--- src/rtl/game_flow_fsm_pkg.sv ---
// Shared types and constants for the game flow controller.
package game_pkg;

  typedef enum logic [2:0] {
    IDLE      = 3'd0,
    COUNTDOWN = 3'd1,
    PLAY      = 3'd2,
    PAUSE     = 3'd3,
    GAME_OVER = 3'd4
  } game_state_t;

  localparam logic [1:0] WIN_NONE = 2'b00;
  localparam logic [1:0] WIN_P1   = 2'b01;
  localparam logic [1:0] WIN_P2   = 2'b10;
  localparam logic [1:0] WIN_DRAW = 2'b11;

  localparam logic [1:0] COUNTDOWN_START = 2'd3;

  // Multiplayer result: the player who did not lose wins; both losing is a draw.
  function automatic logic [1:0] multi_winner(input logic [1:0] lost);
    logic [1:0] w;
    w = WIN_NONE;
    case (lost)
      2'b01:   w = WIN_P2;
      2'b10:   w = WIN_P1;
      2'b11:   w = WIN_DRAW;
      default: w = WIN_NONE;
    endcase
    return w;
  endfunction

endpackage

--- src/rtl/game_flow_fsm_tick_gen.sv ---
// Countdown prescaler: one-cycle tick every TICK_DIV enabled cycles, synchronous clear.
module tick_gen #(
  parameter int unsigned TICK_DIV = 65_000_000
) (
  input  logic clk65MHz,
  input  logic rst,
  input  logic clr,
  input  logic en,
  output logic tick
);

  localparam int unsigned CW = (TICK_DIV > 1) ? $clog2(TICK_DIV) : 1;
  localparam logic [CW-1:0] LAST = CW'(TICK_DIV - 1);

  logic [CW-1:0] cnt;

  always_ff @(posedge clk65MHz) begin
    if (rst || clr) begin
      cnt <= '0;
    end else if (en) begin
      cnt <= (cnt == LAST) ? '0 : cnt + CW'(1);
    end
  end

  assign tick = en && (cnt == LAST);

endmodule

--- src/rtl/game_flow_fsm.sv ---
// Game flow controller: IDLE -> COUNTDOWN -> PLAY (<-> PAUSE) -> GAME_OVER.
// Optional pause support is compiled in with GAME_FLOW_PAUSE_EN.
module game_flow_fsm
  import game_pkg::*;
#(
  parameter int unsigned TICK_DIV = 65_000_000
) (
  input  logic       clk65MHz,
  input  logic       rst,
  input  logic       screen_idle,
  input  logic       screen_single,
  input  logic       screen_multi,
  input  logic       btn_start,
  input  logic       btn_pause,
  input  logic [1:0] player_lost,
  output logic [2:0] state,
  output logic [1:0] countdown,
  output logic       game_active,
  output logic       game_paused,
  output logic       mode_multi,
  output logic [1:0] winner,
  output logic       game_start
);

  game_state_t st;
  logic        start_prev;
  logic        start_edge;
  logic        go_start;
  logic        abort;
  logic        tick;
  logic        loss;
  logic [1:0]  loss_winner;

  assign start_edge = btn_start & ~start_prev;
  assign go_start   = start_edge & ~screen_idle & (screen_single | screen_multi);
  assign abort      = (st != IDLE) && (screen_idle || (screen_multi != mode_multi));

  always_comb begin
    loss        = 1'b0;
    loss_winner = WIN_NONE;
    if (mode_multi) begin
      loss        = |player_lost;
      loss_winner = multi_winner(player_lost);
    end else begin
      loss        = player_lost[0];
    end
  end

  // Prescaler is held cleared outside COUNTDOWN so every entry starts a full second.
  tick_gen #(
    .TICK_DIV (TICK_DIV)
  ) u_tick_gen (
    .clk65MHz (clk65MHz),
    .rst      (rst),
    .clr      ((st != COUNTDOWN) || abort),
    .en       (st == COUNTDOWN),
    .tick     (tick)
  );

`ifdef GAME_FLOW_PAUSE_EN
  logic pause_prev;
  logic pause_edge;
  logic paused_q;

  assign pause_edge  = btn_pause & ~pause_prev;
  assign game_paused = paused_q;
`else
  logic btn_pause_unused;

  assign btn_pause_unused = btn_pause;
  assign game_paused      = 1'b0;
`endif

  always_ff @(posedge clk65MHz) begin
    if (rst) begin
      st          <= IDLE;
      countdown   <= '0;
      game_active <= 1'b0;
      mode_multi  <= 1'b0;
      winner      <= WIN_NONE;
      game_start  <= 1'b0;
      start_prev  <= 1'b1;
`ifdef GAME_FLOW_PAUSE_EN
      pause_prev  <= 1'b1;
      paused_q    <= 1'b0;
`endif
    end else begin
      start_prev <= btn_start;
      game_start <= 1'b0;
`ifdef GAME_FLOW_PAUSE_EN
      pause_prev <= btn_pause;
`endif
      if (abort) begin
        st          <= IDLE;
        countdown   <= '0;
        winner      <= WIN_NONE;
        game_active <= 1'b0;
`ifdef GAME_FLOW_PAUSE_EN
        paused_q    <= 1'b0;
`endif
      end else begin
        case (st)
          IDLE: begin
            if (go_start) begin
              st         <= COUNTDOWN;
              mode_multi <= screen_multi;
              countdown  <= COUNTDOWN_START;
              winner     <= WIN_NONE;
            end
          end
          COUNTDOWN: begin
            if (tick) begin
              if (countdown == 2'd1) begin
                st          <= PLAY;
                countdown   <= '0;
                game_start  <= 1'b1;
                game_active <= 1'b1;
              end else begin
                countdown <= countdown - 2'd1;
              end
            end
          end
          PLAY: begin
            if (loss) begin
              st          <= GAME_OVER;
              winner      <= loss_winner;
              game_active <= 1'b0;
            end
`ifdef GAME_FLOW_PAUSE_EN
            else if (pause_edge) begin
              st          <= PAUSE;
              game_active <= 1'b0;
              paused_q    <= 1'b1;
            end
`endif
          end
`ifdef GAME_FLOW_PAUSE_EN
          PAUSE: begin
            if (pause_edge) begin
              st          <= PLAY;
              game_active <= 1'b1;
              paused_q    <= 1'b0;
            end
          end
`endif
          GAME_OVER: begin
            if (start_edge) begin
              st        <= COUNTDOWN;
              countdown <= COUNTDOWN_START;
              winner    <= WIN_NONE;
            end
          end
          default: st <= IDLE;
        endcase
      end
    end
  end

  assign state = st;

endmodule

--- config.mk ---
export PLATFORM = sky130hd
export DESIGN_NAME = game_flow_fsm
export DESIGN_NICKNAME = d
export VERILOG_FILES = /design/src/rtl/game_flow_fsm_pkg.sv /design/src/rtl/game_flow_fsm_tick_gen.sv /design/src/rtl/game_flow_fsm.sv
export SDC_FILE = /design/constraint.sdc
export NUM_CORES = 1
export LEC_CHECK = 0
export CAP_MARGIN = 20
export CORE_MARGIN = 2
export CORE_UTILIZATION = 31
export CTS_BUF_LIST = sky130_fd_sc_hd__clkbuf_4
export DETAILED_ROUTE_END_ITERATION = 16
export PLACE_DENSITY_LB_ADDON = 0.2
export SYNTH_ARGS = -nofsm -noshare
export SYNTH_HDL_FRONTEND = slang
export SYNTH_SLANG_ARGS = --single-unit
--- constraint.sdc ---
create_clock -name clk65MHz -period 2.84 [get_ports clk65MHz]
set_input_delay 0.568 -clock clk65MHz [delete_from_list [all_inputs] [get_ports clk65MHz]]
set_output_delay 0.568 -clock clk65MHz [all_outputs]
set_load 0.1 [all_outputs]
== After elaboration in Yosys (flattened, before gate mapping) ==
Index checks and enable logic that the tools add are counted.
Cells by class
  bitwise logic cells: 9
  add/subtract/negate cells: 2
  reduce and logical (&&, ||, !) cells: 18
  muxes and demuxes: 24
  equal/unequal tests: 15
Operators by type and width (count)
  26-bit by 1-bit adder with 26-bit output (second input constant): 1
  26-bit equality test (second input constant): 1
  26-bit two-way mux: 1
  2-bit case mux with 3 select lines: 3
  2-bit two-way mux: 8
  3-bit two-way mux: 5
  3-bit case mux with 4 select lines: 1
  4-bit AND reduction: 3
  2-bit != test (second input constant): 5
  3-bit nonzero test: 3
  1-bit two-way mux: 5
  1-bit NOT: 5
  5-bit AND reduction: 1
  2-bit by 1-bit equality test with 1-bit output (second input constant): 2
  2-bit equality test (second input constant): 2
  2-bit OR reduction: 2
  4-bit OR reduction: 1
  1-bit bitwise AND: 3
  3-bit by 1-bit equality test with 1-bit output (second input constant): 1
  3-bit by 2-bit equality test with 1-bit output (second input constant): 1
  3-bit equality test (second input constant): 1
  3-bit zero test: 1
  1-bit logical OR: 3
  3-bit by 1-bit != test with 1-bit output (second input constant): 1
  7 further kinds: 8
Word-level totals
  word-level logic and storage cells: 76
  register bits after elaboration: 37
  output and inout port bits: 11

== Logic depth before layout (Yosys ltp) ==
Gate-level depths: netlist of the first run.
  depth after elaboration: 6
  gate-level depth with buffers: 7
  mapped depth without buffers: 5

== Hierarchy ==
From an unflattened synthesis of the first run, not the netlist that was laid out.
Second synthesis, totals
  cell total of the unflattened synthesis: 210
  area total of the unflattened synthesis: 1894.3 sq um
Modules (own cells, without submodules)
  tick_gen: times used 1, cells each 146, area an instance 1332.5 sq um, seq. area each 520.5 sq um
  game_flow_fsm: times used 1, cells each 64, area an instance 561.8 sq um, seq. area each 220.2 sq um

== Least setup slack after synthesis of the first run ==
OpenSTA, ideal clock, no wires.
  path kind: register -> register
  start point: register st[0], in the netlist state[0]
  end point: register u_tick_gen.cnt[23]
  path slack: 0.199 ns
  period minus slack after synthesis: 2.641 ns
  stages on the path, launching flop included: 8
  arrival: 2.575 ns
  setup time: 0.066 ns
  data required time: 2.774 ns
  buffers on the path: 3
  cell sequence: dfxtp_1 > buf_4 > or3b_1 > or4_4 > a31o_1 > buf_6 > buf_12 > a21oi_2
Between the ends
  word-level cells in the longest chain between the ends: 4
Ends and longest elaborated chain
  from (decl): RTL line game_flow_fsm.sv:25  | game_state_t st;
  from (signal assigned): RTL line game_flow_fsm.sv:76  | st <= IDLE;
  from (signal assigned): RTL line game_flow_fsm.sv:94  | st <= IDLE;
  from (signal assigned): RTL line game_flow_fsm.sv:105  | st <= COUNTDOWN;
  3-bit nonzero test: RTL line game_flow_fsm.sv:36  | assign abort = (st != IDLE) && (screen_idle || (screen_multi != mode_multi));
  1-bit logical AND: RTL line game_flow_fsm.sv:36
  1-bit logical OR: RTL line game_flow_fsm.sv:55  | .clr ((st != COUNTDOWN) || abort),
  1-bit logical OR: RTL line game_flow_fsm_tick_gen.sv:18  | if (rst || clr) begin
  to (signal assigned): RTL line game_flow_fsm_tick_gen.sv:21  | cnt <= (cnt == LAST) ? '0 : cnt + CW'(1);
  to (decl): RTL line game_flow_fsm_tick_gen.sv:15  | logic [CW-1:0] cnt;
Parallel ways exist; a longest one is shown, timed or not.
A chain may end at the register's enable or synchronous reset.

== Worst setup path in the final report of the first run ==
  start point: input screen_multi
  end point: register winner[0]
Between the ends
  word-level cells in the longest chain between the ends: 4
Ends and longest elaborated chain
  from (decl): RTL line game_flow_fsm.sv:12  | input logic screen_multi,
  1-bit bitwise OR or 1-bit != test (tied branches): RTL line game_flow_fsm.sv:35, game_flow_fsm.sv:36
  1-bit bitwise AND or 1-bit logical OR (tied branches): RTL line game_flow_fsm.sv:35, game_flow_fsm.sv:36
  2-bit != test (no line) or 1-bit logical AND (tied branches)
  4-bit AND reduction (no line) or 2-bit OR reduction (tied branches)
  to (signal assigned): RTL line game_flow_fsm.sv:126  | winner <= loss_winner;
  to (decl): RTL line game_flow_fsm.sv:21  | output logic [1:0] winner,
Parallel ways exist; a longest one is shown, timed or not.

==> flow_summary_export.csv, run 1 <==
group,metric,value,unit
route,drtIter0Drc,54,
sta,fmax,468,MHz
place,gp_congestion,0.731,
route,ant_nets,0,
cells_and_area,antennaDiodeCount,0,
logic_synthesis,yosysSeqAreaShare,37.6,%
global_route,grt_pass1_wl,7420,microns
route,drc,0,
global_route,grtUsageTotal,13.0,%
power_and_ir_drop,peakVddDrop,272,uV
place,io_buffers,17,
sta,tightestPinTransition,757,ps
sta,rsz0062_at_grt,"no",
cells_and_area,layout-drive-gt1-share,15.8,%
clock_network,clk_pin_slew_worst_paths,120,ps
sta,relSlewSlack,49.1,%
route,dr.pass1.iters,4,
worst_setup_path,start_kind,"input pin",
clock_network,tritoncts,"done",
clock_network,post-cts-setup-buffers,0,
worst_setup_path,cp_num_buf_inv,2,
worst_setup_path,timing.rr.start,"state[0]",
worst_setup_path,crit_chain,"clkdlybuf4s50_1 > xor2_1 > o31ai_1 > inv_1 > o32ai_1",
global_route,grt_start_max_net_pins,21,
global_route,grt_overflow,0,
run,drv_cap,0,
worst_setup_path,crit_fanout,6,
logic_synthesis,synth_edf_count,0,
sta,fin_crit,2140,ps
worst_setup_path,critPathArrivalTime,2390,ps
clock_network,clk_latency,340,ps
die,coreArea,6240,sq um
sta,skew,12.5,ps
min_path,worstHoldEndpoint,"u_tick_gen.cnt[0]",
die,die_y,83.7,microns
worst_setup_path,rrSetupSlack,720,ps
logic_synthesis,yosys_warnings,0,
clock_network,tritoncts_num_sinks,37,
min_path,hold_start,"u_tick_gen.cnt[0]",
logic_synthesis,synth_area_leader_cell,"dfxtp_1",
die,placementRows,29,
place,dp.final_hpwl,2990,microns
worst_setup_path,worst-setup-path-type,"input pin to flop",
die,io_pins,20,
cells_and_area,num-fill-cells,662,
status,status,"complete, no violations",
logic_synthesis,synth_top_area_share,37.6,%
power_and_ir_drop,p_leak,0.661,nW
worst_setup_path,cp.required,3090,ps
global_route,grt_pass1_vias,1575,
logic_synthesis,async_flop_share,0,%
logic_synthesis,syn_nets,233,
power_and_ir_drop,total_power,1.04,mW
global_route,antenna_found_initial,0,
cells_and_area,final_util,36.3,%
worst_setup_path,worst_path_max_delay_cell,"o31ai_1",
logic_synthesis,synth.cell_area,1970,sq um
min_path,hold_class,"flop to flop",
sta,slew_viol_final,0,
clock_network,clockBufferDepth,2,
logic_synthesis,yosysMostFrequentCell,"dfxtp_1",
clock_network,cts_buffers,5,
place,dpl.cell_count,309,
clock_network,cts_hold_buf,0,
route,via_per_inst,5.38,
logic_synthesis,yosysUniqueCellTypes,52,
clock_network,cts-resized-gates,0,
logic_synthesis,yosys-top-cells-count,"dfxtp_1 (37), nor2_1 (19), nand2_1 (15), or4_1 (14), o31ai_1 (13)",
die,die_w,83.7,microns
logic_synthesis,synth_area_leaders,"dfxtp_1 (38%), or4_1 (5.3%), o31ai_1 (5.0%)",
sta,period_share,75.2,%
route,wl_per_cell,13.4,microns
route,routed_wirelength,4250,microns
cells_and_area,layout.nets,250,
worst_setup_path,slowest_delay,640,ps
worst_setup_path,rr_endpoint,"u_tick_gen.cnt[19]",
sta,finalHoldViolations,0,
logic_synthesis,synthCells,222,
clock_network,clock-root-buffer,"clkbuf_4",
cells_and_area,instances_no_fill,317,
logic_synthesis,syn_area_per_cell,8.87,sq um
sta,finalSetupViolCount,0,
sta,fin_worst_hold_slack,460,ps
worst_setup_path,critPathTopFamily,"compound AO/OA/AOI/OAI gates",
clock_network,cts-htree-levels,2,
route,num_vias,1706,
cells_and_area,seq_area,741,sq um
power_and_ir_drop,cellPowerDensity,461,nW/um^2
logic_synthesis,synth_seq_cells,37,
min_path,hold-path-cell-count,1,
worst_setup_path,ff2ff_path_depth,4,
cells_and_area,multi_input_area,1120,sq um
die,fp.dieArea,7010,sq um
worst_setup_path,setup.worst_path.end_class,"flop",
die,initial_core_util,31.6,%
logic_synthesis,synthFlopType,"dfxtp_1",
cells_and_area,syn2layout_area_growth,14.9,%
sta,tns,0,ps
[where the power goes]
group / total [mW] / switching [mW] / leakage, nW / internal, mW
registers: 0.527 / 0.00464 / 0.298 / 0.522
logic: 0.0655 / 0.0432 / 0.308 / 0.0223
clock network: 0.452 / 0.179 / 0.0552 / 0.273
[cells in the final DEF (no fill, tap or decap), drive strengths merged, types with 2 or more instances in the layout]
cell type / instances
inv: 7
or3: 3
xnor2: 7
o31ai: 13
or2: 2
clkbuf: 5
nand4: 11
o22ai: 2
o221ai: 2
ha: 2
nor4: 6
or4bb: 2
or3b: 2
and3: 2
bufinv: 2
nor3b: 2
a21oi: 19
nand2: 15
dfxtp: 37
or4: 15
buf: 14
and4: 4
or4b: 2
clkdlybuf4s50: 7
nand3: 9
nor2: 21
and2: 2
xor2: 4
nor2b: 2
nor3: 3
[stage by stage]
step / instance area, sq um / setup slack, ps
final: 2260 / 704
after detailed placement: 2160 / 392
after floorplan: 1970 / 199
after global routing: 2260 / 543
after CTS: 2260 / 703
after global placement: 2160 / 368
[sequential cells by signal, summed over array words and instances (netlist names)]
name	cells
winner	2
u_tick_gen.cnt	26
game_active	1
mode_multi	1
game_start	1
start_prev	1
state	3
countdown	2
[how the worst max path moves through the flow]
stage | depth (start not counted) | slack [ps] | startpoint | to
2_1_floorplan | 7 | 200 | state[0] | u_tick_gen.cnt[23]
3_3_place_gp | 5 | 370 | screen_multi | winner[0]
3_5_place_dp | 5 | 390 | screen_multi | winner[0]
4_1_cts | 4 | 700 | state[0] | u_tick_gen.cnt[19]
5_1_grt | 5 | 540 | screen_multi | winner[1]
6_report | 5 | 700 | screen_multi | winner[0]
[kinds of logic after synthesis]
family,synth area share [%]
other,0.190
flip-flops,37.6
multiplexers,0.508
AND/OR/NAND/NOR,33.2
XOR/XNOR,4.89
buffers and inverters,5.40
adder cells (fa/ha/maj),1.27
AO/OA/AOI/OAI,17.0
[layout make-up]
type	count	share of cell area [%]
timing repair buffer	21	7.74
clock inverter	3	2.87
multi-input combinational	167	49.6
sequential	37	32.7
tap	77	4.26
inverter	7	1.16
clock buffer	5	1.66
[per-layer routing]
layer  wire length (microns)  global-route usage (%)
met2                    1900                    19.9
met1                    2150                    17.2
met5                       0                       0
met3                     130                    4.06
met4                      63                    4.69
Power figures use the tool's default switching activity.
==> run 2: changes to the inputs <==
- clock period: 2.84 -> 2 ns (I/O delays scaled with it)
==> flow_summary_export.csv, run 2 (same netlist as run 1, synthesis figures left out) <==
group,metric,value,unit
clock_network,clockBufferDepth,2,
cells_and_area,final_common_cell,"dfxtp_1",
min_path,hold_start,"game_active",
status,status,"complete, no violations",
min_path,hold_class,"flop to flop",
cells_and_area,fin_area,2450,sq um
cells_and_area,layout-drive-gt1-share,25.7,%
cells_and_area,antennaDiodeCount,0,
worst_setup_path,cp.required,2280,ps
worst_setup_path,worst-setup-path-type,"flop to flop",
die,die_w,83.7,microns
clock_network,tritoncts_num_sinks,37,
route,via_per_inst,5.36,
route,ant_nets,0,
die,io_pins,20,
sta,skew,17.9,ps
worst_setup_path,critPathArrivalTime,2190,ps
clock_network,post-cts-setup-buffers,0,
place,dpl.cell_count,329,
run,drv_cap,0,
power_and_ir_drop,peakVddDrop,194,uV
route,drc,0,
die,fp.dieArea,7010,sq um
worst_setup_path,crit_chain,"or3b_1 > or4_4 > a31o_4 > buf_4 > a21oi_2",
place,gp_congestion,0.796,
worst_setup_path,start_kind,"flop",
cells_and_area,largest_reg_flops,26,
clock_network,clock-root-buffer,"clkbuf_4",
global_route,grtUsageTotal,14.1,%
sta,finalSetupViolCount,0,
route,drtIter0Drc,113,
power_and_ir_drop,p_leak,0.775,nW
place,placed_area,2360,sq um
place,dp.final_hpwl,3330,microns
clock_network,cts-htree-levels,2,
sta,period_share,95.4,%
worst_setup_path,crit_fanout,11,
route,routed_wirelength,4810,microns
sta,slew_viol_final,0,
die,coreArea,6240,sq um
cells_and_area,num-fill-cells,659,
sta,finalHoldViolations,0,
global_route,grt_pass1_vias,1643,
power_and_ir_drop,cellPowerDensity,523,nW/um^2
clock_network,clk_latency,350,ps
cells_and_area,instances_no_fill,338,
worst_setup_path,rr_endpoint,"u_tick_gen.cnt[17]",
worst_setup_path,worst_path_max_delay_cell,"or4_4",
worst_setup_path,setup.worst_path.end_class,"flop",
cells_and_area,syn2layout_area_growth,24.6,%
route,dr.pass1.iters,4,
cells_and_area,mostFrequentLayoutCells,"dfxtp_1 (32), buf_4 (31), nor2_1 (19)",
clock_network,tritoncts,"done",
worst_setup_path,ff2ff_path_depth,5,
sta,fin_crit,1910,ps
sta,tns,0,ps
die,initial_core_util,31.6,%
global_route,grt_start_max_net_pins,21,
sta,fmax,524,MHz
global_route,grt_pass1_wl,8070,microns
min_path,worstHoldEndpoint,"game_active",
worst_setup_path,timing.rr.start,"state[0]",
power_and_ir_drop,total_power,1.28,mW
die,die_y,83.7,microns
route,num_vias,1810,
clock_network,clk_pin_slew_worst_paths,130,ps
min_path,hold-path-cell-count,2,
die,placementRows,29,
worst_setup_path,rrSetupSlack,90,ps
place,io_buffers,17,
cells_and_area,layout.nets,271,
global_route,antenna_found_initial,0,
global_route,grt_overflow,0,
clock_network,cts_buffers,5,
route,wl_per_cell,14.2,microns
worst_setup_path,slowest_delay,450,ps
cells_and_area,largest_register,"u_tick_gen.cnt",
-- run 2: changes by cell type in the layout (fill, tap and decap cells not counted), sizes merged --
cell | before | now
clkbuf | 5 | 8
bufinv | 2 | 0
buf | 14 | 34
-- run 2: power by group --
part,internal [mW],switching [mW]
clock,0.163,0.262
combinational,0.0460,0.0665
sequential,0.741,0.00509
total,0.949,0.333
-- run 2: metal layers --
metal  vias up  global-route usage, %  share of wire (%)
li1        917                      -                  -
met1       857                   19.9                 50
met2        31                   21.4                 45
met3         5                   3.26                3.5
met4         0                   4.25                1.1
met5         -                      0                  0
-- run 2: worst max-delay path by stage --
stage               slack (ps)                  to  depth (start not counted)          startpoint
finish                      90  u_tick_gen.cnt[17]                          5            state[0]
global route                -8  u_tick_gen.cnt[19]                          5  u_tick_gen.cnt[12]
CTS                         70  u_tick_gen.cnt[15]                          5            state[0]
detailed placement        -140  u_tick_gen.cnt[15]                          6        screen_multi
global placement          -100  u_tick_gen.cnt[16]                          6        screen_multi
floorplan                 -110  u_tick_gen.cnt[23]                          7            state[0]
-- run 2: repair_timing --
item	4_1_cts	5_1_grt
resized for setup	0	6
setup endpoints to repair	0	16
hold buffers	0	0
-- run 2: area by class of cell --
cell class | instances | area, sq um | share of cell area, %
multi-input combinational | 167 | 1140 | 46.4
clock buffer | 7 | 52.6 | 2.14
timing repair buffer | 42 | 388 | 15.8
clock inverter | 1 | 3.75 | 0.153
inverter | 7 | 26.3 | 1.07
tap | 77 | 96.3 | 3.93
sequential | 37 | 749 | 30.5
-- run 2: stage by stage --
stage / util (%) / hold WS, ps / worst slack (ps)
floorplan: - / 418 / -113
finish: 39.3 / 472 / 91.5
CTS: 38.7 / 478 / 65.2
detailed placement: 37.8 / 456 / -137
global route: 39.3 / 497 / -7.75
global placement: 37.8 / 436 / -96.7
-- run 2: worst max-delay path: cells and delay by family, from the launching register on --
kind	cells	cell delay, ps
flops	1	430
compound gates	2	350
simple gates	2	880
buf+inv	1	180
